`src/rtl/mc_ctrl_pkg.sv`:
```
// Shared definitions for the multi-cycle MIPS control unit: state encoding,
// opcodes, datapath select encodings and the packed control vector.
package mc_ctrl_pkg;

    typedef enum logic [3:0] {
        ST_RST       = 4'd0,
        ST_FETCH     = 4'd1,
        ST_DECODE    = 4'd2,
        ST_MEM_ADDR  = 4'd3,
        ST_MEM_READ  = 4'd4,
        ST_MEM_WB    = 4'd5,
        ST_EXEC      = 4'd6,
        ST_R_WB      = 4'd7,
        ST_MEM_WRITE = 4'd8,
        ST_BRANCH    = 4'd9,
        ST_JUMP      = 4'd10,
        ST_ADDI_EX   = 4'd11,
        ST_ADDI_WB   = 4'd12,
        ST_ILLEGAL   = 4'd13
    } state_e;

    localparam logic [5:0] OP_RTYPE = 6'b000000;
    localparam logic [5:0] OP_LW    = 6'b100011;
    localparam logic [5:0] OP_SW    = 6'b101011;
    localparam logic [5:0] OP_BEQ   = 6'b000100;
    localparam logic [5:0] OP_J     = 6'b000010;
    localparam logic [5:0] OP_ADDI  = 6'b001000;

    localparam logic [1:0] ALUOP_ADD   = 2'b00;
    localparam logic [1:0] ALUOP_SUB   = 2'b01;
    localparam logic [1:0] ALUOP_FUNCT = 2'b10;

    localparam logic [1:0] PCSRC_ALU    = 2'b00;
    localparam logic [1:0] PCSRC_ALUOUT = 2'b01;
    localparam logic [1:0] PCSRC_JUMP   = 2'b10;

    localparam logic [1:0] SRCB_B       = 2'b00;
    localparam logic [1:0] SRCB_FOUR    = 2'b01;
    localparam logic [1:0] SRCB_IMM     = 2'b10;
    localparam logic [1:0] SRCB_IMM_SH2 = 2'b11;

    typedef struct packed {
        logic       pc_write;
        logic       pc_write_cond;
        logic       i_or_d;
        logic       mem_read;
        logic       mem_write;
        logic       mem_to_reg;
        logic       ir_write;
        logic       alu_src_a;
        logic       reg_write;
        logic       reg_dst;
        logic [1:0] pc_source;
        logic [1:0] alu_op;
        logic [1:0] alu_src_b;
    } ctrl_t;

    localparam int CTRL_W = $bits(ctrl_t);

    // First state after DECODE for each supported opcode; unknown opcodes trap.
    function automatic state_e decode_op(input logic [5:0] op);
        case (op)
            OP_RTYPE:     return ST_EXEC;
            OP_LW, OP_SW: return ST_MEM_ADDR;
            OP_BEQ:       return ST_BRANCH;
            OP_J:         return ST_JUMP;
            OP_ADDI:      return ST_ADDI_EX;
            default:      return ST_ILLEGAL;
        endcase
    endfunction

endpackage

```
`src/rtl/mc_ctrl_outputs.sv`:
```
// Combinational lookup from FSM state to the datapath control vector.
// fetch_ack_i gates the IR/PC writes in FETCH so a stalled fetch writes nothing.
module mc_ctrl_outputs
    import mc_ctrl_pkg::*;
(
    input  logic [3:0]        state_i,
    input  logic              fetch_ack_i,
    output logic [CTRL_W-1:0] ctrl_o
);

    ctrl_t c;

    always_comb begin
        c = '0;
        case (state_e'(state_i))
            ST_FETCH: begin
                c.mem_read  = 1'b1;
                c.ir_write  = fetch_ack_i;
                c.pc_write  = fetch_ack_i;
                c.alu_src_b = SRCB_FOUR;
            end
            ST_DECODE: c.alu_src_b = SRCB_IMM_SH2;
            ST_MEM_ADDR: begin
                c.alu_src_a = 1'b1;
                c.alu_src_b = SRCB_IMM;
            end
            ST_MEM_READ: begin
                c.mem_read = 1'b1;
                c.i_or_d   = 1'b1;
            end
            ST_MEM_WB: begin
                c.reg_write  = 1'b1;
                c.mem_to_reg = 1'b1;
            end
            ST_MEM_WRITE: begin
                c.mem_write = 1'b1;
                c.i_or_d    = 1'b1;
            end
            ST_EXEC: begin
                c.alu_src_a = 1'b1;
                c.alu_op    = ALUOP_FUNCT;
            end
            ST_R_WB: begin
                c.reg_write = 1'b1;
                c.reg_dst   = 1'b1;
            end
            ST_BRANCH: begin
                c.alu_src_a     = 1'b1;
                c.alu_op        = ALUOP_SUB;
                c.pc_write_cond = 1'b1;
                c.pc_source     = PCSRC_ALUOUT;
            end
            ST_JUMP: begin
                c.pc_write  = 1'b1;
                c.pc_source = PCSRC_JUMP;
            end
            ST_ADDI_EX: begin
                c.alu_src_a = 1'b1;
                c.alu_src_b = SRCB_IMM;
            end
            ST_ADDI_WB: c.reg_write = 1'b1;
            default: ;
        endcase
    end

    assign ctrl_o = c;

endmodule

```
`src/rtl/multicycle_control.sv`:
```
// Multi-cycle MIPS main control: Moore sequencer, retired-instruction counter and sticky flags.
// Define MC_CTRL_WAIT_EN to stall memory states on mem_ready with a MAX_WAIT timeout.
module multicycle_control
    import mc_ctrl_pkg::*;
#(
    parameter int CNT_W    = 32,
    parameter int MAX_WAIT = 15
) (
    input  logic             clock,
    input  logic             reset,
    input  logic [5:0]       opcode,
    input  logic             mem_ready,
    output logic             pc_write,
    output logic             pc_write_cond,
    output logic             i_or_d,
    output logic             mem_read,
    output logic             mem_write,
    output logic             mem_to_reg,
    output logic             ir_write,
    output logic             alu_src_a,
    output logic             reg_write,
    output logic             reg_dst,
    output logic [1:0]       pc_source,
    output logic [1:0]       alu_op,
    output logic [1:0]       alu_src_b,
    output logic [3:0]       state_out,
    output logic             instr_done,
    output logic [CNT_W-1:0] instr_count,
    output logic             illegal_op,
    output logic             bus_timeout
);

    state_e            state_q, state_d;
    logic [CNT_W-1:0]  count_q, count_d;
    logic              illegal_q, illegal_d;
    logic              fetch_ack, mem_stall, wait_expired, retire;
    logic [CTRL_W-1:0] ctrl_vec;
    ctrl_t             ctrl;

`ifdef MC_CTRL_WAIT_EN
    localparam int WAIT_W = (MAX_WAIT < 2) ? 1 : $clog2(MAX_WAIT + 1);

    logic [WAIT_W-1:0] wait_q, wait_d;
    logic              timeout_q;

    assign fetch_ack    = mem_ready;
    assign mem_stall    = !mem_ready && (state_q == ST_FETCH || state_q == ST_MEM_READ ||
                                         state_q == ST_MEM_WRITE);
    assign wait_expired = mem_stall && (wait_q == WAIT_W'(MAX_WAIT));
    // Counter is zero on entry to any state and after a timeout restarts FETCH.
    assign wait_d       = (mem_stall && !wait_expired) ? wait_q + WAIT_W'(1) : '0;

    always_ff @(posedge clock or negedge reset) begin
        if (!reset) begin
            wait_q    <= '0;
            timeout_q <= 1'b0;
        end else begin
            wait_q    <= wait_d;
            timeout_q <= timeout_q | wait_expired;
        end
    end

    assign bus_timeout = timeout_q;
`else
    localparam int unused_max_wait = MAX_WAIT;
    logic unused_mem_ready;

    assign unused_mem_ready = mem_ready;
    assign fetch_ack        = 1'b1;
    assign mem_stall        = 1'b0;
    assign wait_expired     = 1'b0;
    assign bus_timeout      = 1'b0;
`endif

    always_comb begin
        state_d = state_q;
        retire  = 1'b0;
        case (state_q)
            ST_RST:      state_d = ST_FETCH;
            ST_FETCH:    if (!mem_stall) state_d = ST_DECODE;
            ST_DECODE:   state_d = decode_op(opcode);
            // IR holds the opcode, so bit 3 still separates sw from lw here.
            ST_MEM_ADDR: state_d = opcode[3] ? ST_MEM_WRITE : ST_MEM_READ;
            ST_MEM_READ: begin
                if (wait_expired)    state_d = ST_FETCH;
                else if (!mem_stall) state_d = ST_MEM_WB;
            end
            ST_MEM_WRITE: begin
                if (wait_expired) begin
                    state_d = ST_FETCH;
                end else if (!mem_stall) begin
                    state_d = ST_FETCH;
                    retire  = 1'b1;
                end
            end
            ST_EXEC:     state_d = ST_R_WB;
            ST_ADDI_EX:  state_d = ST_ADDI_WB;
            ST_MEM_WB, ST_R_WB, ST_BRANCH, ST_JUMP, ST_ADDI_WB: begin
                state_d = ST_FETCH;
                retire  = 1'b1;
            end
            default:     state_d = ST_FETCH;
        endcase
    end

    assign count_d   = retire ? count_q + CNT_W'(1) : count_q;
    assign illegal_d = illegal_q | (state_d == ST_ILLEGAL);

    always_ff @(posedge clock or negedge reset) begin
        if (!reset) begin
            state_q   <= ST_RST;
            count_q   <= '0;
            illegal_q <= 1'b0;
        end else begin
            state_q   <= state_d;
            count_q   <= count_d;
            illegal_q <= illegal_d;
        end
    end

    mc_ctrl_outputs u_outputs (
        .state_i     (state_q),
        .fetch_ack_i (fetch_ack),
        .ctrl_o      (ctrl_vec)
    );

    assign ctrl          = ctrl_vec;
    assign pc_write      = ctrl.pc_write;
    assign pc_write_cond = ctrl.pc_write_cond;
    assign i_or_d        = ctrl.i_or_d;
    assign mem_read      = ctrl.mem_read;
    assign mem_write     = ctrl.mem_write;
    assign mem_to_reg    = ctrl.mem_to_reg;
    assign ir_write      = ctrl.ir_write;
    assign alu_src_a     = ctrl.alu_src_a;
    assign reg_write     = ctrl.reg_write;
    assign reg_dst       = ctrl.reg_dst;
    assign pc_source     = ctrl.pc_source;
    assign alu_op        = ctrl.alu_op;
    assign alu_src_b     = ctrl.alu_src_b;

    assign state_out   = state_q;
    assign instr_done  = retire;
    assign instr_count = count_q;
    assign illegal_op  = illegal_q;

endmodule
```
`config.mk`:
```
export PLATFORM = sky130hd
export DESIGN_NAME = multicycle_control
export DESIGN_NICKNAME = d
export VERILOG_FILES = /design/src/rtl/mc_ctrl_pkg.sv /design/src/rtl/mc_ctrl_outputs.sv /design/src/rtl/multicycle_control.sv
export SDC_FILE = /design/constraint.sdc
export NUM_CORES = 1
export LEC_CHECK = 0
export CORE_ASPECT_RATIO = 1.25
export CORE_UTILIZATION = 47
export DETAILED_ROUTE_END_ITERATION = 10
export PLACE_DENSITY_LB_ADDON = 0.12
export SYNTH_ARGS = -nofsm -noshare
export SYNTH_HDL_FRONTEND = slang
export SYNTH_HIERARCHICAL = 1
export SYNTH_SLANG_ARGS = --single-unit
```
`constraint.sdc`:
```
create_clock -name clock -period 1.96 [get_ports clock]
set_input_delay 0.196 -clock clock [delete_from_list [all_inputs] [get_ports clock]]
set_output_delay 0.196 -clock clock [all_outputs]
set_load 0.05 [all_outputs]
```
==> results of run 1 <==
==> critical path, delay by kind of cell (launching register included) <==
family | cells | cell delay [ns]
buffers and inverters | 2 | 1.03
DFF | 1 | 0.36
==> state kept, by name, summed over array words and instances (netlist names) <==
| name | count |
|---|---|
| instr_count | 32 |
| illegal_op | 1 |
| state_out | 4 |
==> power by group through the flow <==
stage                     logic, mW  clock network (mW)  registers [mW]
after CTS                      2.56               0.696            1.00
after detailed placement       2.55                   0            1.01
final                          2.54               0.679            1.00
after global routing           2.66               0.727            1.02
after global placement         2.53                   0            1.01
after floorplan                1.31                   0            1.35
==> metrics by stage <==
step	hold slack, ns	worst slack [ns]	power [mW]
after floorplan	-0.0996	-0.213	2.66
after detailed placement	0.272	0.160	3.56
after global placement	0.267	0.186	3.54
after CTS	0.475	0.0166	4.26
after global routing	0.489	0.0278	4.41
final	0.472	0.0966	4.22
==> per-layer routing <==
layer	vias up	wire [µm]	track usage, %
met5	-	0	0
met1	838	2010	24.2
li1	838	-	-
met2	36	2270	33.4
met4	0	84	7.67
met3	9	128	3.27
==> timing repair <==
item	CTS	global route
gates resized for setup	0	1
hold buffers	1	0
endpoints found under the setup margin	0	1
hold endpoints to repair	37	0
==> how the worst max path moves through the flow <==
stage | start | endpoint | slack, ns | cells after the start
finish | state_out[1] | state_out[1] | 0.1 | 2
detailed placement | instr_count[4] | instr_count[28] | 0.16 | 5
CTS | state_out[3] | state_out[3] | 0.02 | 2
global route | state_out[2] | instr_count[8] | 0.03 | 5
floorplan | state_out[2] | mem_write | -0.21 | 3
global placement | state_out[2] | instr_count[14] | 0.19 | 5
==> Yosys cell counts (5+ instances only) <==
library cell  instances  area (µm²)
and3_1                5        31.3
inv_1                 8        30.0
nand4_1               5        31.3
xor2_1               16         140
a21oi_1               5        25.0
nor3_1                8        40.0
xnor2_1              17         149
nor2_1               20        75.1
nand4_2               5        62.6
nand2_1              14        52.6
dfrtp_1              37         926
nor3_2                6        60.1
nand3_1               6        30.0
==> cell type report <==
| cell class | count | area, µm² |
|---|---|---|
| flip-flops and latches | 37 | 931 |
| clock buffers | 7 | 86.3 |
| repair buffers | 72 | 813 |
| multi-input cells | 149 | 1140 |
| inverters | 9 | 33.8 |
| clock inverters | 1 | 30.0 |
| well taps | 58 | 72.6 |
| fillers | 333 | 1250 |
==> kinds of logic (layout without fill, tap and decap cells) <==
family | after synthesis | count (layout)
compound gates | 21 | 21
xor+xnor | 33 | 33
mux | 1 | 1
simple gates | 89 | 89
fa+ha+maj | 2 | 2
buf+inv | 17 | 89
flops | 37 | 37
other cells | 2 | 3
==> results.toml, run 1 <==
[grt]
grt_use_total_pct = 19.5
grt_max_degree = 38
antenna_found_initial = 0
overflow = 0
grt_pass1_vias = 1635
grt_pass1_wl_um = 7420

[setup_path]
timing.rr.end = "instr_count[28]"
crit_required_ns = 1.76
cp_data_arrival_time_ns = 1.67
r2r-start = "instr_count[5]"
start_kind = "register"
worst_path_max_delay_cell = "clkdlybuf4s50_1"
worstSetupPathType = "register to primary output"
cpPeakStageDelay_ns = 0.83
r2r_slack_ns = 0.15
critical_path.max_fanout = 15
crit_chain = "buf_4 > clkdlybuf4s50_1"
r2r_cells = 5
endpoint_kind = "primary output"

[synthesis]
yosys.area_share.simple_pct = 27.9
synth.distinct_cells = 46
yosysWarnings = 6
synth_edf_count = 0
synth_top_family_by_area = "simple AND/OR/NAND/NOR gates"
syn_area_um2 = 2120
async_flop_share_pct = 100
syn-instance-count = 202
ys_ff_latch = 37
avgSynthCellArea_um2 = 10.5
synthMuxAreaShare_pct = 0.530
synthAdderAreaFrac_pct = 1.12
synth_compound_area_share_pct = 7.77
yosys_most_used_dff = "dfrtp_1"
seq_area_frac_synth_pct = 43.6
synth_xor_xnor_area_share_pct = 13.6

[die]
die_w_um = 62.1
rows = 27
core_area_um2 = 4360
start_util_pct = 48.8
ios = 64
dieArea_um2 = 4790
die_h_um = 77.2

[place]
finalWeightedCongestion = 0.754
portBuffers = 61
place_hpwl_um = 3290
dp_cells = 324
post_dp_cell_area_um2 = 2980

[min_path]
min_path_type = "register to register"
whs_path_depth = 1
hold_path_end = "instr_count[31]"
hold_start = "instr_count[31]"

[power_and_ir_drop]
switching_power_mw = 1.92
ir_drop_v = 0.00110
pwr-share-comb_pct = 60.2
intPower_mw = 2.30
power.share.switching_pct = 45.6
pwr-share-seq_pct = 23.7
power.density_nw_per_um2 = 1360
static-leakage-power_nw = 1.39
clock_power_share_pct = 16.1

[timing]
drv_slew = 0
hold_violations = 0
fmax_mhz = 537
tns_ns = 0
min_period_over_period_pct = 95.1
rsz0062_at_grt = "no"
min_period_ns = 1.86
skew_ns = 0.00859
tightest_slew_ns = 0.524
finalSetupViolations = 0
relSlewSlack_pct = 65.0

[clocking]
cts_setup_buffers = 0
ctsLongestPathBuffers = 2
cts-root-buf = "clkbuf_8"
htree_levels = 2
clk_pin_slew_ns = 0.07
numCtsBuffers = 5
cts_tree = "yes"
cts_sinks = 37
clk_latency_ns = 0.29

[route]
routed_wl_um = 4490
drc = 0
antenna_left = 0
routedWlPerCell_um = 13.5
drt_iter0_drc = 55
dr.pass1.iters = 6
viasPerCell = 5.17
vias = 1721

[cells_and_area]
syn2layout_area_growth_pct = 46.1
finalCoreUtilization_pct = 71.2
stdcell_count = 333
antenna_cells = 0
nets = 284
final_cell_mix = "clkdlybuf4s50_1, dfrtp_1, nor2_1, xnor2_1, xor2_1"
drive_gt1_share_pct = 25.8
design_area_um2 = 3100
layout_commonest_cell = "clkdlybuf4s50_1"

[run_status]
outcome = "completed"

[job]
maxCapViolations = 0
(Power assumes the default switching activity.)
==> run 2: changes to the inputs <==
- ABC_AREA: not set -> 1
- CORE_UTILIZATION: 47 -> 50
==> run 2 against run 1 <==
  * Power increased by 2.9%
  * Critical endpoint is now state_out[0]
  * Sequential power increased by 5%
  * Routed wire length increased by 50%
  * The flow now finishes with violations (negative hold slack)
  * Non-clock buffer count decreased by 5
==> results.toml, run 2 <==
[synthesis]
synthTopCellsByCount = "nand2_1, nor2_1, inv_1"
seq_area_frac_synth_pct = 34.9
yosys.area.top_type_share_pct = 34.9
yosysWarnings = 6
syn-instance-count = 413
ys_ff_latch = 37
synth_top_area_cell = "dfrtp_1"
synth_edf_count = 0
avgSynthCellArea_um2 = 6.43
syn_area_um2 = 2650
synth.most_common_cell = "nand2_1"
synth.net_count = 423
synth.distinct_cells = 31
yosys-top-cells-area = "dfrtp_1, nand2_1, nor2_1, inv_1, nand3_1"
async_flop_share_pct = 100
yosys_most_used_dff = "dfrtp_1"

[cells_and_area]
antenna_cells = 0
nets = 490
final_cell_mix = "nand2_1, nor2_1, clkdlybuf4s50_1, inv_1, dfrtp_1"
syn2layout_area_growth_pct = 35.4
drive_gt1_share_pct = 12.1
multiInputGateArea_um2 = 1510
largest_reg_flops = 32
layout_commonest_cell = "nand2_1"
ff_latch_area_um2 = 930
fillers = 445

[timing]
drv_slew = 0
min_period_over_period_pct = 94.7
skew_ns = 0.00745
hold_violations = 6
min_period_ns = 1.86
tns_ns = 0
fin_ws_ns = 0.103
finalSetupViolations = 0
fmax_mhz = 539
tightest_slew_ns = 0.831
hold_slack_ns = -0.00131
rsz0062_at_grt = "no"
relSlewSlack_pct = 44.6

[clocking]
cts_sinks = 37
cts_tree = "yes"
numCtsBuffers = 5
cts-root-buf = "clkbuf_8"
clk_pin_slew_ns = 0.07
holdBufCountCts = 0
ctsLongestPathBuffers = 2
clk_latency_ns = 0.29
htree_levels = 2

[route]
viasPerCell = 5.06
antenna_left = 0
dr.pass1.iters = 4
drt_iter0_drc = 121
vias = 2750
drc = 0
routed_wl_um = 6740
routedWlPerCell_um = 12.4

[setup_path]
crit_required_ns = 1.76
critical_path_buf_inv_count = 1
worstSetupPathType = "register to primary output"
cp_data_arrival_time_ns = 1.66
cpPeakStageDelay_ns = 0.87
endpoint_kind = "primary output"
start_kind = "register"
crit_family = "buffers and inverters"
crit_chain = "clkdlybuf4s50_1"
critical_path.max_fanout = 9
worst_path_max_delay_cell = "clkdlybuf4s50_1"

[die]
dieArea_um2 = 5600
die_h_um = 83.5
die_w_um = 67.2
core_area_um2 = 5080
rows = 29
start_util_pct = 52.2
ios = 64

[place]
place_hpwl_um = 5200
finalWeightedCongestion = 0.878
portBuffers = 61
pre_cts_ws_ns = 0.250

[grt]
overflow = 0
grt_pass1_wl_um = 11300
antenna_found_initial = 0
grt_pass1_vias = 2609
grt_max_degree = 38
grt_use_total_pct = 26.2

[power_and_ir_drop]
static-leakage-power_nw = 1.73
clock_power_share_pct = 13.8
intPower_mw = 2.17
ir_drop_v = 0.00138
pwr-share-seq_pct = 24.2
power.density_nw_per_um2 = 1210
switching_power_mw = 2.17
power.share.switching_pct = 49.9
pwr-share-comb_pct = 62.0

[min_path]
min_path_type = "input pin to async pin"

[run_status]
violations = "negative hold slack"
outcome = "finished, violations left"

[job]
maxCapViolations = 0
[run 2: cell count changes after synthesis, moves of 6 or more]
| cell | change |
|---|---|
| nor2_1 | +38 |
| nand2_1 | +164 |
| nand3_1 | +14 |
| nand3b_1 | +9 |
| xor2_1 | -8 |
| nor2_2 | +6 |
| xnor2_1 | -12 |
| inv_1 | +32 |
[run 2: metrics by stage]
stage | instance area [µm²] | power, mW | instances | hold WS, ns | util [%]
floorplan | 2650 | 2.69 | 413 | -0.0996 | -
global placement | 3480 | 3.68 | 534 | 0.335 | 68.5
detailed placement | 3480 | 3.72 | 534 | 0.348 | 68.5
CTS | 3590 | 4.33 | 542 | 0.0279 | 70.6
global route | 3590 | 4.58 | 543 | 0.0759 | 70.7
finish | 3590 | 4.34 | 543 | -0.00131 | 70.7
[run 2: kinds of logic (layout without fill, tap and decap cells)]
logic type | after synthesis | in the layout | share of synthesized area (%)
buf+inv | 52 | 120 | 8.44
xor+xnor | 14 | 14 | 4.90
other cells | 2 | 2 | 0.283
compound gates | 14 | 14 | 3.02
flops | 37 | 37 | 34.9
simple gates | 293 | 293 | 48.0
fa+ha+maj | 1 | 1 | 0.471
[run 2: final timing paths]
| path | slack (ns) | endpoint | startpoint | cells past startpoint |
|---|---|---|---|---|
| max | 0.10 | state_out[0] | state_out[0] | 1 |
| min | -0.001 | instr_count[6] | reset | 1 |
| max reg2reg | 0.26 | instr_count[14] | instr_count[0] | 10 |
| min reg2reg | 0.47 | illegal_op | illegal_op | 2 |
| max in group asynchronous | 1.38 | state_out[2] | reset | 1 |
| min in group clock | 0.47 | illegal_op | illegal_op | 2 |
[run 2: cell type report]
type | instances | share of cell area (%)
Clock buffer | 7 | 2.68
Clock inverter | 1 | 0.139
Inverter | 45 | 4.74
Multi-Input combinational cell | 324 | 41.9
Sequential cell | 37 | 25.9
Tap cell | 62 | 2.16
Timing Repair Buffer | 67 | 22.5
[run 2: per-layer routing]
layer / GRT usage (%) / share of wire [%] / vias to the layer above
met5: 0 / 0 / -
met3: 5.33 / 4.8 / 15
li1: - / - / 1404
met2: 46.6 / 53 / 77
met4: 11.6 / 3.1 / 0
met1: 28.7 / 39 / 1254
[run 2: power by group through the flow]
| stage | Clock, mW | Sequential (mW) | Combinational, mW |
|---|---|---|---|
| global route | 0.640 | 1.07 | 2.87 |
| CTS | 0.606 | 1.05 | 2.67 |
| detailed placement | 0 | 1.06 | 2.66 |
| floorplan | 0 | 1.34 | 1.35 |
| finish | 0.598 | 1.05 | 2.69 |
| global placement | 0 | 1.05 | 2.63 |
[run 2: worst reg2reg max path, stage by stage, from the launching register on]
cell and delay, ns:
dfrtp_1 0.45, ha_1 0.21, nand3_1 0.15, inv_1 0.14
nand2_1 0.08, inv_1 0.13, nand2_1 0.12, nor2_2 0.15
nand2_1 0.07, nand2_1 0.05, nand2_1 0.05
[run 2: repair_timing]
| item | 4_1_cts | 5_1_grt |
|---|---|---|
| gates resized for setup | 4 | 0 |
| buffers inserted | 0 | 1 |
| pin swaps | 0 | 1 |
| setup endpoints to repair | 1 | 1 |
